===== src/rtl/conv_input_fetch.sv =====
// rtl/conv_input_fetch.sv - conv input SRAM read initiator; optional macro WEIGHT_CACHE_EN skips repeat weight fetches
module conv_input_fetch #(
   parameter int NUM_TILES        = 30,
   parameter int IFMAP_ADDR_BASE  = 1,
   parameter int WEIGHT_ADDR_BASE = 7680
) (
   input  logic           clk,
   input  logic           rst_n,
   input  logic           start,
   input  logic [8:0]     tile_idx,
   output logic           busy,
   output logic           err,
   output logic           sram_csbn,
   output logic [12:0]    sram_raddr,
   input  logic [31:0]    sram_rdata,
   output logic           out_valid,
   input  logic           out_ready,
   output logic [255:0]   ifmap_1,
   output logic [255:0]   ifmap_2,
   output logic [143:0]   weight_1,
   output logic [143:0]   weight_2
);

   localparam logic [12:0] IBASE = 13'(IFMAP_ADDR_BASE);
   localparam logic [12:0] WBASE = 13'(WEIGHT_ADDR_BASE);
   localparam logic [9:0]  NT    = 10'(NUM_TILES);

   typedef enum logic [2:0] {IDLE, FETCH_W, FETCH_I, WAIT_LAST, HOLD} state_t;

   state_t      state_q, state_d;
   logic [3:0]  cnt_q, cnt_d;
   logic [8:0]  tile_q, tile_d;
   logic        issue, issue_w, err_d;
   logic [3:0]  issue_idx;
   logic [12:0] issue_addr;
   logic        tag1_v, tag1_w, tag2_v, tag2_w;
   logic [3:0]  tag1_idx, tag2_idx;
   logic        weight_valid;
   logic        last_capture;
   logic [12:0] tile_base_q, tile_base_in;

   logic [15:0] ifm1_q [16];
   logic [15:0] ifm2_q [16];
   logic [15:0] w1_q [9];
   logic [15:0] w2_q [9];

   assign tile_base_q  = IBASE + {tile_q, 4'b0000};
   assign tile_base_in = IBASE + {tile_idx, 4'b0000};
   assign last_capture = tag2_v && !tag2_w && (tag2_idx == 4'd15);

   // FSM state, issue counter and latched tile
   always_ff @(posedge clk) begin
      if (!rst_n) begin
         state_q <= IDLE;
         cnt_q   <= 4'd0;
         tile_q  <= 9'd0;
      end else begin
         state_q <= state_d;
         cnt_q   <= cnt_d;
         tile_q  <= tile_d;
      end
   end

   // next state and the read to issue on this edge
   always_comb begin
      state_d    = state_q;
      cnt_d      = cnt_q;
      tile_d     = tile_q;
      issue      = 1'b0;
      issue_w    = 1'b0;
      issue_idx  = 4'd0;
      issue_addr = sram_raddr;
      err_d      = 1'b0;
      case (state_q)
         IDLE: begin
            if (start) begin
               if ({1'b0, tile_idx} < NT) begin
                  tile_d = tile_idx;
                  issue  = 1'b1;
                  cnt_d  = 4'd1;
                  if (weight_valid) begin
                     issue_addr = tile_base_in;
                     state_d    = FETCH_I;
                  end else begin
                     issue_w    = 1'b1;
                     issue_addr = WBASE;
                     state_d    = FETCH_W;
                  end
               end else begin
                  err_d = 1'b1;
               end
            end
         end
         FETCH_W: begin
            issue      = 1'b1;
            issue_w    = 1'b1;
            issue_idx  = cnt_q;
            issue_addr = WBASE + {9'd0, cnt_q};
            if (cnt_q == 4'd8) begin
               cnt_d   = 4'd0;
               state_d = FETCH_I;
            end else begin
               cnt_d = cnt_q + 4'd1;
            end
         end
         FETCH_I: begin
            issue      = 1'b1;
            issue_idx  = cnt_q;
            issue_addr = tile_base_q + {9'd0, cnt_q};
            if (cnt_q == 4'd15) begin
               cnt_d   = 4'd0;
               state_d = WAIT_LAST;
            end else begin
               cnt_d = cnt_q + 4'd1;
            end
         end
         WAIT_LAST: begin
            if (last_capture) state_d = HOLD;
         end
         HOLD: begin
            if (out_ready) state_d = IDLE;
         end
         default: state_d = IDLE;
      endcase
   end

   // SRAM strobe/address, reject pulse and the two-stage tag pipeline
   always_ff @(posedge clk) begin
      if (!rst_n) begin
         sram_csbn  <= 1'b0;
         sram_raddr <= 13'd0;
         err        <= 1'b0;
         tag1_v     <= 1'b0;
         tag1_w     <= 1'b0;
         tag1_idx   <= 4'd0;
         tag2_v     <= 1'b0;
         tag2_w     <= 1'b0;
         tag2_idx   <= 4'd0;
      end else begin
         sram_csbn <= issue;
         if (issue) sram_raddr <= issue_addr;
         err      <= err_d;
         tag1_v   <= issue;
         tag1_w   <= issue_w;
         tag1_idx <= issue_idx;
         tag2_v   <= tag1_v;
         tag2_w   <= tag1_w;
         tag2_idx <= tag1_idx;
      end
   end

   // write returning words into their operand slots, split into the two channels
   always_ff @(posedge clk) begin
      if (!rst_n) begin
         for (int k = 0; k < 16; k++) begin
            ifm1_q[k] <= 16'd0;
            ifm2_q[k] <= 16'd0;
         end
         for (int k = 0; k < 9; k++) begin
            w1_q[k] <= 16'd0;
            w2_q[k] <= 16'd0;
         end
      end else if (tag2_v) begin
         if (tag2_w) begin
            w1_q[tag2_idx] <= sram_rdata[15:0];
            w2_q[tag2_idx] <= sram_rdata[31:16];
         end else begin
            ifm1_q[tag2_idx] <= sram_rdata[15:0];
            ifm2_q[tag2_idx] <= sram_rdata[31:16];
         end
      end
   end

`ifdef WEIGHT_CACHE_EN
   logic weight_done;
   assign weight_done = tag2_v && tag2_w && (tag2_idx == 4'd8);

   // weights stay resident once a full set has landed; only reset drops them
   always_ff @(posedge clk) begin
      if (!rst_n) weight_valid <= 1'b0;
      else if (weight_done) weight_valid <= 1'b1;
   end
`else
   assign weight_valid = 1'b0;
`endif

   assign busy      = (state_q != IDLE);
   assign out_valid = (state_q == HOLD);

   for (genvar k = 0; k < 16; k++) begin : g_ifm
      assign ifmap_1[16*k +: 16] = ifm1_q[k];
      assign ifmap_2[16*k +: 16] = ifm2_q[k];
   end

   for (genvar k = 0; k < 9; k++) begin : g_wgt
      assign weight_1[16*k +: 16] = w1_q[k];
      assign weight_2[16*k +: 16] = w2_q[k];
   end

endmodule


===== config.mk =====
export PLATFORM = sky130hd
export DESIGN_NAME = conv_input_fetch
export DESIGN_NICKNAME = d
export VERILOG_FILES = /design/src/rtl/conv_input_fetch.sv
export SDC_FILE = /design/constraint.sdc
export NUM_CORES = 1
export LEC_CHECK = 0
export CAP_MARGIN = 20
export CORE_AREA = 4 4 330 332
export CTS_CLUSTER_DIAMETER = 100
export DETAILED_ROUTE_END_ITERATION = 10
export DIE_AREA = 0 0 334 336
export SYNTH_ARGS = -nofsm -noshare
export SYNTH_HDL_FRONTEND = slang
export SYNTH_SLANG_ARGS = --single-unit

===== constraint.sdc =====
create_clock -name clk -period 4.22 [get_ports clk]
set_input_delay 1.266 -clock clk [delete_from_list [all_inputs] [get_ports clk]]
set_output_delay 1.266 -clock clk [all_outputs]
set_load 0.01 [all_outputs]

==> flow_metrics.env <==
export IMPL_final_nets=2906
export IMPL_dr_pass1_iters=5
export IMPL_utilization=0.425
export IMPL_static_leakage_power_nw=16.4
export IMPL_final_antenna_net_count=0
export IMPL_synth_area_leader_cell="edfxtp_1"
export IMPL_gp_congestion=0.792
export IMPL_critPathKind="flip-flop to output port"
export IMPL_power_density_nw_per_um2=412
export IMPL_cts_sinks=842
export IMPL_die_area_um2=112000
export IMPL_power_mw=18.6
export IMPL_synth_seq_area_share=0.783
export IMPL_tightest_slew_ns=1.13
export IMPL_worstSkewPairLatency_ns=0.66
export IMPL_syn_area_per_cell_um2=15.9
export IMPL_cts_tree="built"
export IMPL_wl_met1_mm=43.4
export IMPL_synth_ff_type="edfxtp_1"
export IMPL_dp_hpwl_mm=77.2
export IMPL_synthToLayoutAreaGrowth_pct=42.2
export IMPL_grt_pass1_vias=19663
export IMPL_cp_buffers_inverters=1
export IMPL_wl_per_cell_um=27.0
export IMPL_finalHoldViolCount=0
export IMPL_std_cell_rows=120
export IMPL_worstPathRequired_ns=2.95
export IMPL_ios=862
export IMPL_cp_cell_sequence="or3_1 -> clkdlybuf4s50_1"
export IMPL_synth_nets=2044
export IMPL_switching_share=0.228
export IMPL_clock_path_buffers=3
export IMPL_drc=0
export IMPL_grt_pass1_wl_mm=159
export IMPL_antenna_found_initial=25
export IMPL_peakVddDrop_mv=0.381
export IMPL_maxCapViolCount=0
export IMPL_ctsHoldBuffers=0
export IMPL_cp_max_fo=13
export IMPL_clkTransAtPathRegs_ns=0.06
export IMPL_rsz0062_at_grt="no"
export IMPL_skew_ns=0.0127
export IMPL_drv_slew=0
export IMPL_max_freq_ghz=0.297
export IMPL_synth_distinct_cells=51
export IMPL_routed_wirelength_mm=117
export IMPL_slowest_stage="clkdlybuf4s50_1"
export IMPL_dr_wl_met3_mm=13.0
export IMPL_slowest_delay_ns=0.50
export IMPL_post_cts_setup_buffer_count=0
export IMPL_vias_per_cell=4.50
export IMPL_worst_slack_ns=0.851
export IMPL_grt_max_degree=33
export IMPL_synth_area_um2=31800
export IMPL_ys_ff_latch=842
export IMPL_slew_headroom=0.247
export IMPL_path_delay_family="buffers and inverters"
export IMPL_arrival_ns=2.10
export IMPL_combPwrFrac=0.069
export IMPL_coreArea_um2=106000
export IMPL_synth_edff_count=800
export IMPL_portBuffers=861
export IMPL_seq_power_share=0.509
export IMPL_post_place_ws_ns=0.571
export IMPL_drtIter0Drc=1861
export IMPL_cp_start_kind="flip-flop"
export IMPL_h_tree_depth=3
export IMPL_start_util=0.299
export IMPL_drive_gt1_frac=0.0940
export IMPL_setup_violations=0
export IMPL_die_h_um=336
export IMPL_via_count=19579
export IMPL_grtUsageTotal=0.203
export IMPL_synth_warnings=0
export IMPL_p_int_mw=14.3
export IMPL_syn_inst=1997
export IMPL_outcome="finished, final reports clean"
export IMPL_cts_buffers=92
export IMPL_cts_resized=0
export IMPL_async_flop_share=0
export IMPL_root_buffer="clkbuf_16"
export IMPL_die_w_um=334
export IMPL_yosysTopAreaCellShare=0.756
export IMPL_crit_path_end_kind="output port"
export IMPL_period_share=0.798
export IMPL_dr_wl_met2_mm=57.5
export IMPL_switchingPower_mw=4.24
export IMPL_synth_area_leaders="edfxtp_1 76%, and2_1 16%, dfxtp_1 2.6%, clkbuf_1 1.5%, nor2_1 0.44%"
export IMPL_power_frac_clock=0.421
export IMPL_period_minus_slack_ns=3.37
export IMPL_overflow=0
export IMPL_highest_layer="met4"
export IMPL_hold_path_class="flip-flop to flip-flop"
[routing by layer]
metal / GRT usage / up-vias
met2: 0.345 / 1049
li1: - / 8671
met5: 0 / -
met1: 0.240 / 9678
met4: 0.0655 / 0
met3: 0.0731 / 181
[cell usage after synthesis, types with 2 or more instances]
| cell | instances |
|---|---|
| buf_2 | 3 |
| edfxtp_1 | 800 |
| o2bb2ai_1 | 9 |
| a31oi_1 | 2 |
| nand2b_4 | 2 |
| o21ai_0 | 25 |
| dfxtp_1 | 42 |
| o21a_1 | 2 |
| and3_1 | 7 |
| mux2i_1 | 6 |
| xnor2_1 | 5 |
| nand4_1 | 4 |
| nor2_1 | 37 |
| xor2_1 | 5 |
| nand3_1 | 4 |
| o221a_2 | 4 |
| inv_1 | 6 |
| clkbuf_2 | 19 |
| clkbuf_1 | 130 |
| nand4b_1 | 3 |
| nand2b_1 | 11 |
| nor3_1 | 9 |
| nor3_2 | 2 |
| ha_1 | 2 |
| nand3b_1 | 4 |
| or3_1 | 2 |
| a21oi_1 | 5 |
| and2_1 | 811 |
| a211oi_1 | 2 |
| nor4_1 | 3 |
| nand2_1 | 11 |
[cells by family after synthesis]
kind of cell	count (synthesis)	share of synthesized area
AOI/OAI and AO/OA	56	0.0119
adders and majority gates	2	0.000787
and+or+nand+nor	920	0.180
DFF	842	0.783
xor gates and xnor gates	10	0.00276
buffers and inverters	161	0.0201
muxes	6	0.00189
[cell type report]
class,count,area (µm²)
diodes,9,22.5
clock buffers,120,2470
clock inverters,52,465
fillers,9638,61100
inverters,7,26.3
multi-input cells,994,6580
flip-flops and latches,842,24900
well taps,1403,1760
repair buffers,922,8990
[placed cells by master, fill, tap and decap left out, types with 8 or more instances in the layout]
| master | synthesis | final |
|---|---|---|
| clkinv_1 | 1 | 21 |
| edfxtp_1 | 800 | 800 |
| o21ai_4 | 0 | 20 |
| clkbuf_16 | 0 | 94 |
| and2_1 | 811 | 811 |
| buf_4 | 0 | 59 |
| diode_2 | 0 | 9 |
| o2bb2ai_1 | 9 | 9 |
| buf_2 | 3 | 25 |
| clkdlybuf4s50_1 | 0 | 835 |
| nor2_1 | 37 | 16 |
| nand2_1 | 11 | 10 |
| clkinv_2 | 0 | 16 |
| clkbuf_1 | 130 | 24 |
| nor3_1 | 9 | 8 |
| nor2_2 | 0 | 20 |
| dfxtp_1 | 42 | 42 |
[worst paths after layout]
check / startpoint / cells after the start / end / slack (ns)
hold / removal: tag1_w$_SDFF_PN0_ / 1 / tag2_w$_SDFF_PN0_ / 0.44
setup reg to reg: tag2_idx[2]$_SDFF_PN0_ / 4 / ifm2_q[15][12]$_SDFFCE_PN0P_ / 1.28
setup / recovery: state_q[0]$_SDFFE_PN0P_ / 2 / busy / 0.85
hold reg to reg: tag1_w$_SDFF_PN0_ / 1 / tag2_w$_SDFF_PN0_ / 0.44
[power groups by stage]
stage          clock network, mW  registers, mW  logic, mW
2_1_floorplan                  0           9.80      0.183
3_3_place_gp                   0           9.64       1.31
3_5_place_dp                   0           9.64       1.31
4_1_cts                     7.99           9.47       1.31
5_1_grt                     8.34           9.49       1.34
6_report                    7.83           9.47       1.29
[through the flow]
| stage | hold WS, ns | area (µm²) | cells | TNS [ns] |
|---|---|---|---|---|
| after floorplan | 0.412 | 31800 | 1997 | -38.02 |
| after global placement | 0.420 | 42200 | 4165 | 0 |
| after detailed placement | 0.422 | 42200 | 4167 | 0 |
| after CTS | 0.436 | 45100 | 4339 | 0 |
| after global routing | 0.451 | 45200 | 4342 | 0 |
| final | 0.436 | 45200 | 4349 | 0 |
[registers in the layout (all words and copies together) (netlist names), 9 cells and up]
register / flops
ifm2_q: 256
w1_q: 144
ifm1_q: 256
w2_q: 144
sram_raddr: 13
tile_q: 9
No activity file was read; power rests on OpenSTA's default activity.
==> variant (config.mk and constraints unchanged) <==
The output `err` loses its register stage (`err` becomes a continuous assignment).
--- a/src/rtl/conv_input_fetch.sv
+++ b/src/rtl/conv_input_fetch.sv
@@ -129,7 +129,6 @@
       if (!rst_n) begin
          sram_csbn  <= 1'b0;
          sram_raddr <= 13'd0;
-         err        <= 1'b0;
          tag1_v     <= 1'b0;
          tag1_w     <= 1'b0;
          tag1_idx   <= 4'd0;
@@ -139,7 +138,6 @@
       end else begin
          sram_csbn <= issue;
          if (issue) sram_raddr <= issue_addr;
-         err      <= err_d;
          tag1_v   <= issue;
          tag1_w   <= issue_w;
          tag1_idx <= issue_idx;
@@ -149,6 +147,8 @@
       end
    end
 
+   assign err = err_d;
+
    // write returning words into their operand slots, split into the two channels
    always_ff @(posedge clk) begin
       if (!rst_n) begin
Formal check against the unedited RTL: not equivalent (Yosys sat finds a counterexample within 4 cycles, from zero or initial values and one cycle with rst_n low).
==> variant against the original RTL <==
  * Clock skew increased by 0.011 ns
  * Final area increased by 0.12%
  * Area after synthesis decreased by 0.35%
  * Sequential share of layout area decreased by 0.11 points
  * First-iteration DRC count increased by 1.2%
  * Critical path depth increased by 2
  * Die area unchanged
  * Sequential power increased by 0.6%
  * Count of clock-buffer cells in the layout decreased by 8
  * Sequential cell count decreased by 1
  * Routed wire length increased by 0.20%
  * Setup slack got worse by 0.64 ns
  * Total power increased by 3.0%
  * Critical path type is now in -> out
==> variant: results <==
[global_route]
grt_max_degree = 54
grt_pass1_wl_um = 158500
antenna_found_initial = 28
grt_pass1_vias = 19400
grt_util_all_layers_pct = 20.29

[cells_and_area]
layout.nets = 2911
layout-drive-gt1-share_pct = 9.360
n_fill_cell = 9613
multi_input_area_um2 = 6550

[timing]
finClkSkew_ns = 0.02337
period_share_pct = 95.05
relSlewSlack_pct = 23.79

[synth]
synth_area_per_cell_um2 = 15.79
ys_types = 41
yosysSeqAreaShare_pct = 78.47
syn_nets = 2052
synthTopCellsByArea = "edfxtp_1 (76%), and2_1 (16%), dfxtp_1 (2.6%)"
netlist_top_cells_count = "and2_1 (810), edfxtp_1 (800), clkbuf_1 (150)"
synth_top_area_share_pct = 75.87

[clock_tree]
htree_levels = 3
clk_latency_ns = 0.65
cts_buffers = 93
clkTransAtPathRegs_ns = 0.05
cts.repair_timing.setup_buffer_count = 0

[route]
viasPerCell = 4.490
initialDrtViolationCount = 1883
vias = 19550
wl_per_cell_um = 27.04

[status]
outcome = "complete, no violations"

[place]
hpwl_um = 79000
post-place-ws_ns = 0.2213
placed_area_um2 = 42140
gp_congestion = 0.7844
place_inst = 4172

[setup_path]
reg2reg_depth = 4
setup.worst_path.end = "err"
cp_max_fo = 4
setup.worst_path.start = "tile_idx[8]"
r2r_end = "w2_q[7][2]"
cp.arrival_ns = 2.75
cpPeakStageDelay_ns = 0.50
reg2reg_slack_ns = 1.46

[power_and_ir_drop]
leakagePower_nw = 16.24
vdd_drop_max_mv = 0.4002
## variant: cell types whose count changed in the layout (fill, tap and decap cells not counted), moves of 7 or more
cell      delta
clkinv_2     -7
nand2_1      +8
nand3_1      +9
nor2_1       -8
## variant: metal layers
metal,routed length [µm],track usage (%)
met1,42810,23.27
met2,58250,34.93
met3,12250,7.152
met4,4373,7.777
met5,5,0
## variant: critical path: cells and delay by family
family                 cells  cell delay, ns
AOI/OAI and AO/OA          1            0.15
buffers and inverters      2            0.91
and+or+nand+nor            1            0.42
## variant: how the worst min path moves through the flow
stage	start	end	slack, ns	depth (start not counted)
2_1_floorplan	tag1_idx[0]	tag2_idx[0]	0.41	1
3_3_place_gp	tag1_w	tag2_w	0.42	1
3_5_place_dp	tag1_w	tag2_w	0.42	1
4_1_cts	tag1_w	tag2_w	0.43	1
5_1_grt	tag1_idx[0]	tag2_idx[0]	0.45	1
6_report	tag1_w	tag2_w	0.43	1
## variant: layout make-up
cell class	instances	area share (%)
Tap cell	1403	3.881
Clock buffer	112	5.350
Antenna cell	12	0.06639
Sequential cell	841	54.93
Timing Repair Buffer	919	19.81
Clock inverter	57	1.419
Inverter	7	0.05809
Multi-Input combinational cell	1002	14.48
## variant: cells by family after synthesis
group	count (synthesis)	share of synthesized area [%]
DFF	841	78.47
and+or+nand+nor	924	17.91
muxes	1	0.03556
xor gates and xnor gates	9	0.2490
AOI/OAI and AO/OA	66	1.328
adders and majority gates	2	0.07902
buffers and inverters	162	1.936
## variant: where the power goes
group	internal, mW	switching [mW]
Clock	4.79	3.39
Combinational	0.602	0.852
Sequential	9.43	0.0981
